File: src/rtl/mem_read_arbiter.sv
// Shares one memory read port between the fetch (IF) and load (LD) requesters, round-robin.
// Latency: accept at T, address valid from T+1, response one cycle after data (or after timeout).
// Backpressure: one transaction in flight; req_ready is only raised while idle, so requesters stall.
module mem_read_arbiter #(
  parameter int                     ADDR_WIDTH     = 64,
  parameter int                     DATA_WIDTH     = 32,
  parameter int                     TIMEOUT_CYCLES = 255,
  parameter logic [DATA_WIDTH-1:0]  BUBBLE_WORD    = 90
) (
  input  logic                  clk,
  input  logic                  reset,

  input  logic [ADDR_WIDTH-1:0] if_req_addr,
  input  logic                  if_req_valid,
  output logic                  if_req_ready,
  input  logic                  if_flush,
  output logic [DATA_WIDTH-1:0] if_rsp_data,
  output logic                  if_rsp_valid,

  input  logic [ADDR_WIDTH-1:0] ld_req_addr,
  input  logic                  ld_req_valid,
  output logic                  ld_req_ready,
  output logic [DATA_WIDTH-1:0] ld_rsp_data,
  output logic                  ld_rsp_valid,

  output logic [ADDR_WIDTH-1:0] S_R_ADDR,
  output logic                  S_R_ADDR_VALID,
  input  logic [DATA_WIDTH-1:0] S_R_DATA,
  input  logic                  S_R_DATA_VALID,

  output logic                  busy,
  output logic                  timeout_err
);

  // Timer counts WAIT cycles 0..TIMEOUT_CYCLES-1 and never wraps.
  localparam int                  TIMER_W    = $clog2(TIMEOUT_CYCLES + 1);
  localparam logic [TIMER_W-1:0]  TIMER_LAST = TIMER_W'(TIMEOUT_CYCLES - 1);

  typedef enum logic [1:0] {
    ST_IDLE = 2'd0,
    ST_WAIT = 2'd1,
    ST_RESP = 2'd2
  } state_t;

  typedef enum logic {
    REQ_IF = 1'b0,
    REQ_LD = 1'b1
  } requester_t;

  state_t                state_q,       state_d;
  requester_t            owner_q,       owner_d;
  requester_t            last_grant_q,  last_grant_d;
  logic [ADDR_WIDTH-1:0] addr_q,        addr_d;
  logic [DATA_WIDTH-1:0] data_q,        data_d;
  logic [TIMER_W-1:0]    timer_q,       timer_d;
  logic                  drop_q,        drop_d;
  logic                  timeout_err_q, timeout_err_d;
  // Last delivered word per requester, so each rsp_data holds between pulses.
  logic [DATA_WIDTH-1:0] if_hold_q,     if_hold_d;
  logic [DATA_WIDTH-1:0] ld_hold_q,     ld_hold_d;

  logic grant_if;
  logic grant_ld;
  logic deliver;

  // Round-robin grant while idle; both readies are forced low while reset is asserted.
  always_comb begin
    grant_if = 1'b0;
    grant_ld = 1'b0;
    if (state_q == ST_IDLE && reset) begin
      if (if_req_valid && ld_req_valid) begin
        if (last_grant_q == REQ_LD) begin
          grant_if = 1'b1;
        end else begin
          grant_ld = 1'b1;
        end
      end else begin
        grant_if = if_req_valid;
        grant_ld = ld_req_valid;
      end
    end
  end

  // Response goes out unless dropped earlier or killed by a flush during the RESP cycle itself.
  always_comb begin
    deliver = 1'b0;
    if (state_q == ST_RESP) begin
      deliver = !drop_q && !(owner_q == REQ_IF && if_flush);
    end
  end

  // Next-state and datapath updates for the IDLE/WAIT/RESP transaction sequence.
  always_comb begin
    state_d       = state_q;
    owner_d       = owner_q;
    last_grant_d  = last_grant_q;
    addr_d        = addr_q;
    data_d        = data_q;
    timer_d       = timer_q;
    drop_d        = drop_q;
    timeout_err_d = timeout_err_q;
    if_hold_d     = if_hold_q;
    ld_hold_d     = ld_hold_q;

    case (state_q)
      ST_IDLE: begin
        if (grant_if || grant_ld) begin
          owner_d      = grant_ld ? REQ_LD : REQ_IF;
          last_grant_d = grant_ld ? REQ_LD : REQ_IF;
          addr_d       = grant_ld ? ld_req_addr : if_req_addr;
          timer_d      = '0;
          drop_d       = 1'b0;
          state_d      = ST_WAIT;
        end
      end

      ST_WAIT: begin
        // A fetch redirect kills the response but the memory access is allowed to finish.
        if (owner_q == REQ_IF && if_flush) begin
          drop_d = 1'b1;
        end
        // Real data wins over a timeout landing on the same cycle.
        if (S_R_DATA_VALID) begin
          data_d  = S_R_DATA;
          state_d = ST_RESP;
        end else if (timer_q == TIMER_LAST) begin
          data_d        = BUBBLE_WORD;
          timeout_err_d = 1'b1;
          state_d       = ST_RESP;
        end else begin
          timer_d = timer_q + TIMER_W'(1);
        end
      end

      ST_RESP: begin
        state_d = ST_IDLE;
      end

      default: begin
        state_d = ST_IDLE;
      end
    endcase

    if (deliver) begin
      if (owner_q == REQ_IF) begin
        if_hold_d = data_q;
      end else begin
        ld_hold_d = data_q;
      end
    end
  end

  // State and datapath registers; reset abandons any in-flight transaction.
  always_ff @(posedge clk or negedge reset) begin
    if (!reset) begin
      state_q       <= ST_IDLE;
      owner_q       <= REQ_IF;
      last_grant_q  <= REQ_LD;
      addr_q        <= '0;
      data_q        <= '0;
      timer_q       <= '0;
      drop_q        <= 1'b0;
      timeout_err_q <= 1'b0;
      if_hold_q     <= '0;
      ld_hold_q     <= '0;
    end else begin
      state_q       <= state_d;
      owner_q       <= owner_d;
      last_grant_q  <= last_grant_d;
      addr_q        <= addr_d;
      data_q        <= data_d;
      timer_q       <= timer_d;
      drop_q        <= drop_d;
      timeout_err_q <= timeout_err_d;
      if_hold_q     <= if_hold_d;
      ld_hold_q     <= ld_hold_d;
    end
  end

  // Output decode; address is only driven while the memory access is outstanding.
  always_comb begin
    if_req_ready   = grant_if;
    ld_req_ready   = grant_ld;
    S_R_ADDR_VALID = (state_q == ST_WAIT);
    S_R_ADDR       = (state_q == ST_WAIT) ? addr_q : '0;
    if_rsp_valid   = deliver && (owner_q == REQ_IF);
    ld_rsp_valid   = deliver && (owner_q == REQ_LD);
    if_rsp_data    = if_rsp_valid ? data_q : if_hold_q;
    ld_rsp_data    = ld_rsp_valid ? data_q : ld_hold_q;
    busy           = (state_q != ST_IDLE);
    timeout_err    = timeout_err_q;
  end

endmodule

File: config.mk
export PLATFORM = sky130hd
export DESIGN_NAME = mem_read_arbiter
export DESIGN_NICKNAME = d
export VERILOG_FILES = /design/src/rtl/mem_read_arbiter.sv
export SDC_FILE = /design/constraint.sdc
export NUM_CORES = 1
export LEC_CHECK = 0
export CAP_MARGIN = 20
export CORE_ASPECT_RATIO = 0.75
export CORE_UTILIZATION = 48
export DETAILED_ROUTE_END_ITERATION = 7
export GPL_TIMING_DRIVEN = 0
export PLACE_DENSITY_LB_ADDON = 0.08
export SLEW_MARGIN = 15
export SYNTH_ARGS = -nofsm -noshare
export SYNTH_HDL_FRONTEND = slang
export SYNTH_SLANG_ARGS = --single-unit
File: constraint.sdc
create_clock -name clk -period 4.4 [get_ports clk]
set_input_delay 0.44 -clock clk [delete_from_list [all_inputs] [get_ports clk]]
set_output_delay 0.44 -clock clk [all_outputs]
set_load 0.01 [all_outputs]
* Word-level counts from Yosys, hierarchy flattened
Cells that the tools add are included.
Widths: inputs -> output; s select.
** Storage, ports and cells
- Input bits :: 166
- Bits in writable memories :: 0
- Word-level logic and storage cells :: 67
- Register bits after elaboration :: 174
- Memories :: 0
- Bits in latches :: 0
- Output and inout port bits :: 135
- Bits in read-only memories :: 0
** Operators by class
- Eq/ne operators :: 8
- Bitwise logic cells :: 2
- Add/subtract/negate cells :: 1
- Shift operators :: 0
- Mux-type cells :: 25
- Reductions and logical operators :: 21
- Multiply operators :: 0
- Divide/modulo/power cells :: 0
- $lt $le $gt $ge :: 0
** Operators with widths (count)
- $mux 32 :: 4
- $mux 64 :: 2
- $mux 8 :: 3
- $pmux 8 s2 :: 1
- $mux 1 :: 10
- $reduce_and 2->1 :: 5
- $add 8x1->8 const B :: 1
- $eq 8x8->1 const B :: 1
- $logic_and 1x1->1 :: 6
- $mux 2 :: 3
- $reduce_and 3->1 :: 2
- $reduce_bool 2->1 :: 3
- $ne 2x1->1 const B :: 2
- $ne 2x2->1 const B :: 2
- $pmux 2 s2 :: 1
- $reduce_and 4->1 :: 1
- $ne 3x1->1 const B :: 1
- $eq 2x1->1 const B :: 1
- $eq 2x2->1 const B :: 1
- $logic_not 1->1 :: 2
- $logic_not 2->1 :: 1
- $not 1->1 :: 2
- $pmux 1 s2 :: 1
- $logic_or 1x1->1 :: 1

* Logic depth before layout (Yosys ltp)
Gate-level depths: netlist of run 1.
- Depth after elaboration :: 7
- Depth in mapped cells :: 8
- Depth with buffers taken out :: 7

* Least setup slack after synthesis of run 1
Ideal clock, no wire load.
- Path type :: register to output
- Start :: reg state_q[0]
- End :: out if_rsp_data[10]
- Stages on the path, launching flop included :: 6
- Arrival time :: 1.604 ns
- Setup slack :: 2.356 ns
- Path buffers :: 2
- Data required time :: 3.960 ns
- Cell sequence :: dfrtp_1 > nand2b_2 > or4_1 > buf_4 > buf_6 > mux2_4
** Between the ends
- Longest elaborated chain between the ends :: 4
** RTL lines
- start: declaration :: RTL line 50 : state_t state_q, state_d;
- start signal: assignment :: RTL line 167 : state_q <= state_d;
- $eq 2x2->1 :: RTL line 87 : if (state_q == ST_RESP) begin
- $mux 1 :: RTL line 87
- $logic_and 1x1->1 :: RTL line 186 : if_rsp_valid = deliver && (owner_q == REQ_IF);
- $mux 32 :: RTL line 188 : if_rsp_data = if_rsp_valid ? data_q : if_hold_q;
- end: declaration :: RTL line 17 : output logic [DATA_WIDTH-1:0] if_rsp_data,
Every way passes these cells.

* Final worst setup path of run 1
- Start :: in reset
- End :: out ld_req_ready
** Between the ends
- Longest elaborated chain between the ends :: 2
** RTL lines
- start: declaration :: RTL line 11 : input logic reset,
- $logic_and 1x1->1 :: RTL line 70 : if (state_q == ST_IDLE && reset) begin
- $mux 1 :: RTL line 70
- end: declaration :: RTL line 22 : output logic ld_req_ready,
Every way passes these cells.

==> results.yml, run 1 <==
finish:
  final_common_cell: "clkdlybuf4s50_1"
  areaGrowthSynthToFinish_pct: 48.6
  fin_area_mm2: 0.0119
  post-route-util_pct: 73.8
  final_layout_size_suffix_gt1_share_pct: 15.6
  final_cell_count_no_fill: 1205
  mostFrequentLayoutCells: "clkdlybuf4s50_1 (299), dfrtp_1 (173), nand2_1 (70)"
  fin_nets: 1151
  diodes: 0
routing:
  drt_wl_total_mm: 21.5
  routedWlPerCell_um: 17.9
  initialDrtViolationCount: 242
  first_pass_iters: 5
  drcViolationCount: 0
  viasPerCell: 5.22
  ant_nets: 0
  dr_total_vias: 6291
global_routing:
  grt_pass1_wl_mm: 33.9
  antenna_found_initial: 0
  grt_max_degree: 104
  grt_pass1_vias: 6533
  grt_remaining_overflow: 0
  grt_usage_pct: 25.9
setup_path:
  worst-setup-path-type: "input pin to output pin"
  r2r.worst_path.cells: 5
  critical_path.max_stage_delay_ps: 570
  endpoint: "ld_req_ready"
  r2r_setup_slack_ps: 2300
  worst_path_max_delay_cell: "buf_8"
  cp.depth: 8
  worstReg2RegStart: "state_q[1]$_DFFE_PN0P_"
  critPathMaxFanout: 103
  crit_arrival_ps: 3230
  path_cells: "buf_8 > buf_16 > nor3b_2 > nand3_1 > buf_2 > buf_4 > inv_1 > clkdlybuf4s50_1"
  worst-path-buf-inv: 6
  startpoint: "reset"
  worstPathRequired_ps: 3960
  critPathTopFamily: "buffers and inverters"
  r2r-end: "data_q[25]$_DFFE_PN0P_"
  start_kind: "input pin"
  worstSetupEndpointType: "output pin"
floorplan:
  die-area_mm2: 0.0172
  ioPinCount: 301
  die_w_um: 151
  core_mm2: 0.0162
  rows: 40
  initial_core_util_pct: 49.7
  die_y_um: 114
pwr:
  power_mw: 6.82
  clock_power_share_pct: 22.7
  seqPwrFrac_pct: 38.7
  switchingPower_mw: 2.07
  pwr_density_cell_mw_per_mm2: 572
  leakagePower_nw: 5.61
  pwr-share-comb_pct: 38.6
  p_int_mw: 4.75
  ir_worst_vdd_mv: 0.345
  swShare_pct: 30.4
cts:
  cts_max_level: 4
  cts_tree: "yes"
  postCtsSetupRepairBufs: 0
  cts_max_path_buffers: 2
  clkSlewWorstSetupHoldPaths_ps: 70
  numCtsBuffers: 17
  cts_hold_buf: 0
  cts_root_buffer: "clkbuf_16"
  clock_sinks: 174
  worstSkewPairLatency_ps: 430
  ctsResizeCount: 0
sta:
  fmax_mhz: 272
  fin_setup_tns_ps: 0
  relSlewSlack_pct: 48.1
  fin_skew_ps: 13.0
  tightest_slew_ps: 774
  finalHoldViolations: 0
  period_share_pct: 83.5
  fin_crit_ps: 3670
  drv_slew: 0
  setup_viol: 0
  grt_setup_unrepaired: "no"
  setup_slack_ps: 725
  whs_ps: 64.9
synthesis:
  syn_nets: 831
  synth_top_family_by_area: "multiplexers"
  ys_warn_count: 0
  synth_fa_ha_area_share_pct: 0.312
  synth-seq-cells: 174
  yosysSeqAreaShare_pct: 54.3
  synth.distinct_cells: 41
  synth_mux_area_share_pct: 22.7
  synth_xor_area_share_pct: 0.109
  synth_area_mm2: 0.00803
  avgSynthCellArea_um2: 12.1
  yosys.area_share.simple_pct: 10.3
  synth_compound_area_share_pct: 9.21
  synth_cells: 663
place:
  dp_hpwl_mm: 15.9
  place_inst: 1174
  numPortBuffers: 300
  post-place-ws_ps: 708
  gp_congestion: 0.836
  dpl_cell_area_mm2: 0.0113
flow_run:
  maxCapViolations: 0
hold_path:
  hp-class: "input pin to async pin"
status:
  status: "finished clean"
state kept, by name, summed over array words and instances (netlist names):
register,count
state_q,2
if_hold_q,32
drop_q,1
ld_hold_q,32
addr_q,64
data_q,32
last_grant_q,1
timeout_err,1
owner_q,1
timer_q,8
worst min-delay path by stage:
stage / cells after the start / end
floorplan: 0 / addr_q[0]$_DFFE_PN0P_
global placement: 1 / timeout_err$_DFFE_PN0P_
detailed placement: 2 / last_grant_q$_DFFE_PN1P_
CTS: 1 / if_hold_q[12]$_DFFE_PN0P_
global route: 1 / ld_hold_q[10]$_DFFE_PN0P_
finish: 1 / data_q[10]$_DFFE_PN0P_
power groups by stage:
stage	combinational, mW	sequential (mW)	clock [mW]
floorplan	1.37	2.53	0
global placement	2.57	2.60	0
detailed placement	2.63	2.65	0
CTS	2.66	2.63	1.57
global route	2.84	2.72	1.63
finish	2.63	2.64	1.55
cells in the mapped netlist:
cell type  count  area (um^2)
xor2_1         1         8.76
a22o_1        28          245
or4_1          1         7.51
ha_1           2         25.0
mux2i_1       64          641
dfrtp_1      173         4330
o21ai_1       30          150
nor2_1         3         11.3
buf_6          3         33.8
inv_1          7         26.3
mux2_4        29          435
mux2_2        61          687
a21boi_1       1         7.51
clkbuf_1      16         60.1
a21o_1         1         7.51
buf_2         20          100
nor3_4         1         16.3
a31oi_1        2         12.5
nand3_1        7         35.0
buf_4          4         30.0
o211ai_1       2         15.0
o21ai_0       43          215
buf_1          1         3.75
dfstp_2        1         26.3
o31ai_1        1         7.51
a32o_1         1         10.0
o2111ai_1      1         8.76
nand2b_1       1         6.26
o22a_1         4         35.0
a21oi_1        2         10.0
mux2_1         5         56.3
nor3b_1        1         7.51
and2_1        66          413
nand4_1        2         12.5
o21a_1         2         15.0
and3_1         1         6.26
nor3b_2        2         25.0
nor2b_1        1         6.26
or2_2          1         6.26
nand2b_2       1         8.76
nand2_1       70          263
logic make-up (layout without fill, tap and decap cells):
logic type	Yosys count	in the layout
flip-flops	174	174
buffers and inverters	51	383
AND/OR/NAND/NOR	158	158
adder cells (fa/ha/maj)	2	2
XOR/XNOR	1	1
AO/OA/AOI/OAI	118	118
multiplexers	159	159
layer usage:
metal,vias up,routed length (um),GRT usage (%)
met2,232,10300,42.3
met4,0,449,9.07
met5,-,0,0
met3,29,1480,6.64
met1,3071,9290,33.5
li1,2959,-,-
final cells by class:
cell class	instances	area, um^2
well taps	210	263
inverters	7	26.3
flip-flops and latches	174	4360
clock inverters	12	161
plain buffers	44	228
fillers	1132	4240
multi-input cells	438	3420
repair buffers	301	3040
clock buffers	19	443
No activity file was read; power rests on OpenSTA's default activity.
==> inputs of run 2 (changes only) <==
--- a/config.mk
+++ b/config.mk
@@ -7,7 +7,7 @@
 export LEC_CHECK = 0
 export CAP_MARGIN = 20
 export CORE_ASPECT_RATIO = 0.75
-export CORE_UTILIZATION = 48
+export CORE_UTILIZATION = 40
 export DETAILED_ROUTE_END_ITERATION = 7
 export GPL_TIMING_DRIVEN = 0
 export PLACE_DENSITY_LB_ADDON = 0.08
==> constraint.sdc (replaced) <==
create_clock -name clk -period 3.28 [get_ports clk]
set_input_delay 0.328 -clock clk [delete_from_list [all_inputs] [get_ports clk]]
set_output_delay 0.328 -clock clk [all_outputs]
set_load 0.01 [all_outputs]
==> run 2 against run 1 <==
Compared with the run above: count of clock-buffer cells in the layout stayed put; via count is 2.4% lower; wire length is 2.0% higher; sequential share of layout area is 0.55 points lower; flip-flop and latch count stayed put; non-clock buffer count is 5 higher; the flow now finishes with violations (DRC); sequential power is 33% higher; final cell count is 4.0% higher; power is 34% higher; critical endpoint unchanged; core utilization is 12 points lower; clock power is 35% higher.
==> results.yml, run 2 (synthesis results as in run 1) <==
finish:
  fill_cells: 1641
  final_common_cell: "clkdlybuf4s50_1"
  diodes: 0
  areaGrowthSynthToFinish_pct: 50.9
  final_layout_size_suffix_gt1_share_pct: 16.2
  max_flop_register: "addr_q"
  fin_nets: 1156
  mostFrequentLayoutCells: "clkdlybuf4s50_1 (299), dfrtp_1 (173), nand2_1 (70)"
  largest_register_ffs: 64
routing:
  drcViolationCount: 34
  drt_wl_total_mm: 22.0
  initialDrtViolationCount: 296
  ant_nets: 0
  viasPerCell: 4.90
  first_pass_iters: 6
  dr_total_vias: 6140
  routedWlPerCell_um: 17.5
pwr:
  switchingPower_mw: 2.80
  swShare_pct: 30.6
  seqPwrFrac_pct: 38.3
  ir_worst_vdd_mv: 0.414
  leakagePower_nw: 5.69
  pwr_density_cell_mw_per_mm2: 754
  pwr-share-comb_pct: 38.7
  power_mw: 9.14
  clock_power_share_pct: 23.0
  p_int_mw: 6.34
floorplan:
  ioPinCount: 301
  initial_core_util_pct: 41.2
  die_y_um: 125
  die_w_um: 166
  rows: 44
  core_mm2: 0.0195
  die-area_mm2: 0.0206
setup_path:
  critPathTopFamily: "buffers and inverters"
  start_kind: "flip-flop"
  critPathMaxFanout: 10
  worst_path_max_delay_cell: "clkdlybuf4s50_1"
  worstSetupEndpointType: "output pin"
  worstPathRequired_ps: 2950
  critical_path.max_stage_delay_ps: 530
  crit_arrival_ps: 2680
  worst-setup-path-type: "flip-flop to output pin"
  worst-path-buf-inv: 4
  path_cells: "nor3b_2 > nand3_1 > buf_2 > buf_4 > inv_1 > clkdlybuf4s50_1"
sta:
  setup_viol: 0
  drv_slew: 0
  grt_setup_unrepaired: "no"
  fmax_mhz: 332
  finalHoldViolations: 0
  fin_skew_ps: 11.3
  whs_ps: 0.528
  period_share_pct: 91.7
  setup_slack_ps: 271
  fin_crit_ps: 3010
  relSlewSlack_pct: 44.2
  tightest_slew_ps: 832
global_routing:
  antenna_found_initial: 0
  grt_max_degree: 78
  grt_pass1_wl_mm: 34.5
  grt_usage_pct: 22.0
  grt_pass1_vias: 6269
  grt_remaining_overflow: 0
cts:
  numCtsBuffers: 17
  cts_tree: "yes"
  postCtsSetupRepairBufs: 0
  worstSkewPairLatency_ps: 430
  cts_max_level: 4
  clkSlewWorstSetupHoldPaths_ps: 70
  cts_root_buffer: "clkbuf_16"
  clock_sinks: 174
  cts_max_path_buffers: 2
place:
  dp_hpwl_mm: 15.7
  gp_congestion: 0.757
  numPortBuffers: 300
  post-place-ws_ps: -281
hold_path:
  hp-class: "input pin to async pin"
flow_run:
  maxCapViolations: 0
status:
  violations: "DRC"
  status: "complete, but fails checks"
[run 2: cell types whose count changed in the layout (fill, tap and decap cells not counted), sizes merged]
cell | previous run | this run
inv | 10 | 15
clkinvlp | 3 | 1
bufbuf | 0 | 1
clkinv | 3 | 1
bufinv | 3 | 2
buf | 30 | 33
dlygate4sd3 | 0 | 1
[run 2: path summary, 6_finish.rpt]
path                       slack, ps                        end               startpoint  depth (start not counted)
min reg2reg                      470    timeout_err$_DFFE_PN0P_  timeout_err$_DFFE_PN0P_                          1
max                              270               ld_req_ready   state_q[1]$_DFFE_PN0P_                          6
min in group clk                 470    timeout_err$_DFFE_PN0P_  timeout_err$_DFFE_PN0P_                          1
max reg2reg                     1170     addr_q[62]$_DFFE_PN0P_   state_q[1]$_DFFE_PN0P_                          6
max in group asynchronous       2620   last_grant_q$_DFFE_PN1P_                    reset                          3
min                              0.5  if_hold_q[12]$_DFFE_PN0P_                    reset                          3
[run 2: worst reg2reg max path: cells and delay by family, from the launching register on]
kind / cells / cell delay (ps)
buffers and inverters: 2 / 590
flip-flops: 1 / 450
multiplexers: 1 / 240
AO/OA/AOI/OAI: 1 / 80
AND/OR/NAND/NOR: 2 / 630
[run 2: metal layers]
layer  vias up  routed length [um]  GRT usage (%)
met4         0                 191           5.03
met5         -                   0              0
li1       2969                   -              -
met3        14                1760           6.36
met2       182                9840           33.8
met1      2975               10200           30.6
[run 2: area by class of cell]
cell class	instances	area, um^2	area share, %
flip-flops and latches	174	4360	36.0
clock inverters	12	148	1.22
clock buffers	19	453	3.74
multi-input cells	438	3420	28.2
inverters	7	26.3	0.217
repair buffers	306	3170	26.1
plain buffers	44	229	1.89
well taps	253	317	2.61
[run 2: power groups by stage]
| stage | clock (mW) | sequential, mW | combinational [mW] |
|---|---|---|---|
| 3_3_place_gp | 0 | 3.51 | 3.50 |
| 3_5_place_dp | 0 | 3.53 | 3.53 |
| 4_1_cts | 2.13 | 3.50 | 3.59 |
| 5_1_grt | 2.23 | 3.62 | 3.83 |
| 2_1_floorplan | 0 | 3.39 | 1.84 |
| 6_report | 2.10 | 3.50 | 3.54 |
[run 2: what timing repair did]
item                                    4_1_cts  5_1_grt
gates cloned                                  1        0
endpoints found under the setup margin       11       10
resized for setup                             2        2
endpoints found under the hold margin        77        0
hold buffers                                  4        0
[run 2: through the flow]
stage | TNS (ps) | cell area, um^2 | utilization (%) | cells
floorplan | 0 | 8030 | - | 663
global placement | -1404010 | 11300 | 58.2 | 1216
detailed placement | -281 | 11400 | 58.4 | 1217
CTS | 0 | 12100 | 62.1 | 1253
global route | 0 | 12100 | 62.2 | 1253
finish | 0 | 12100 | 62.2 | 1253
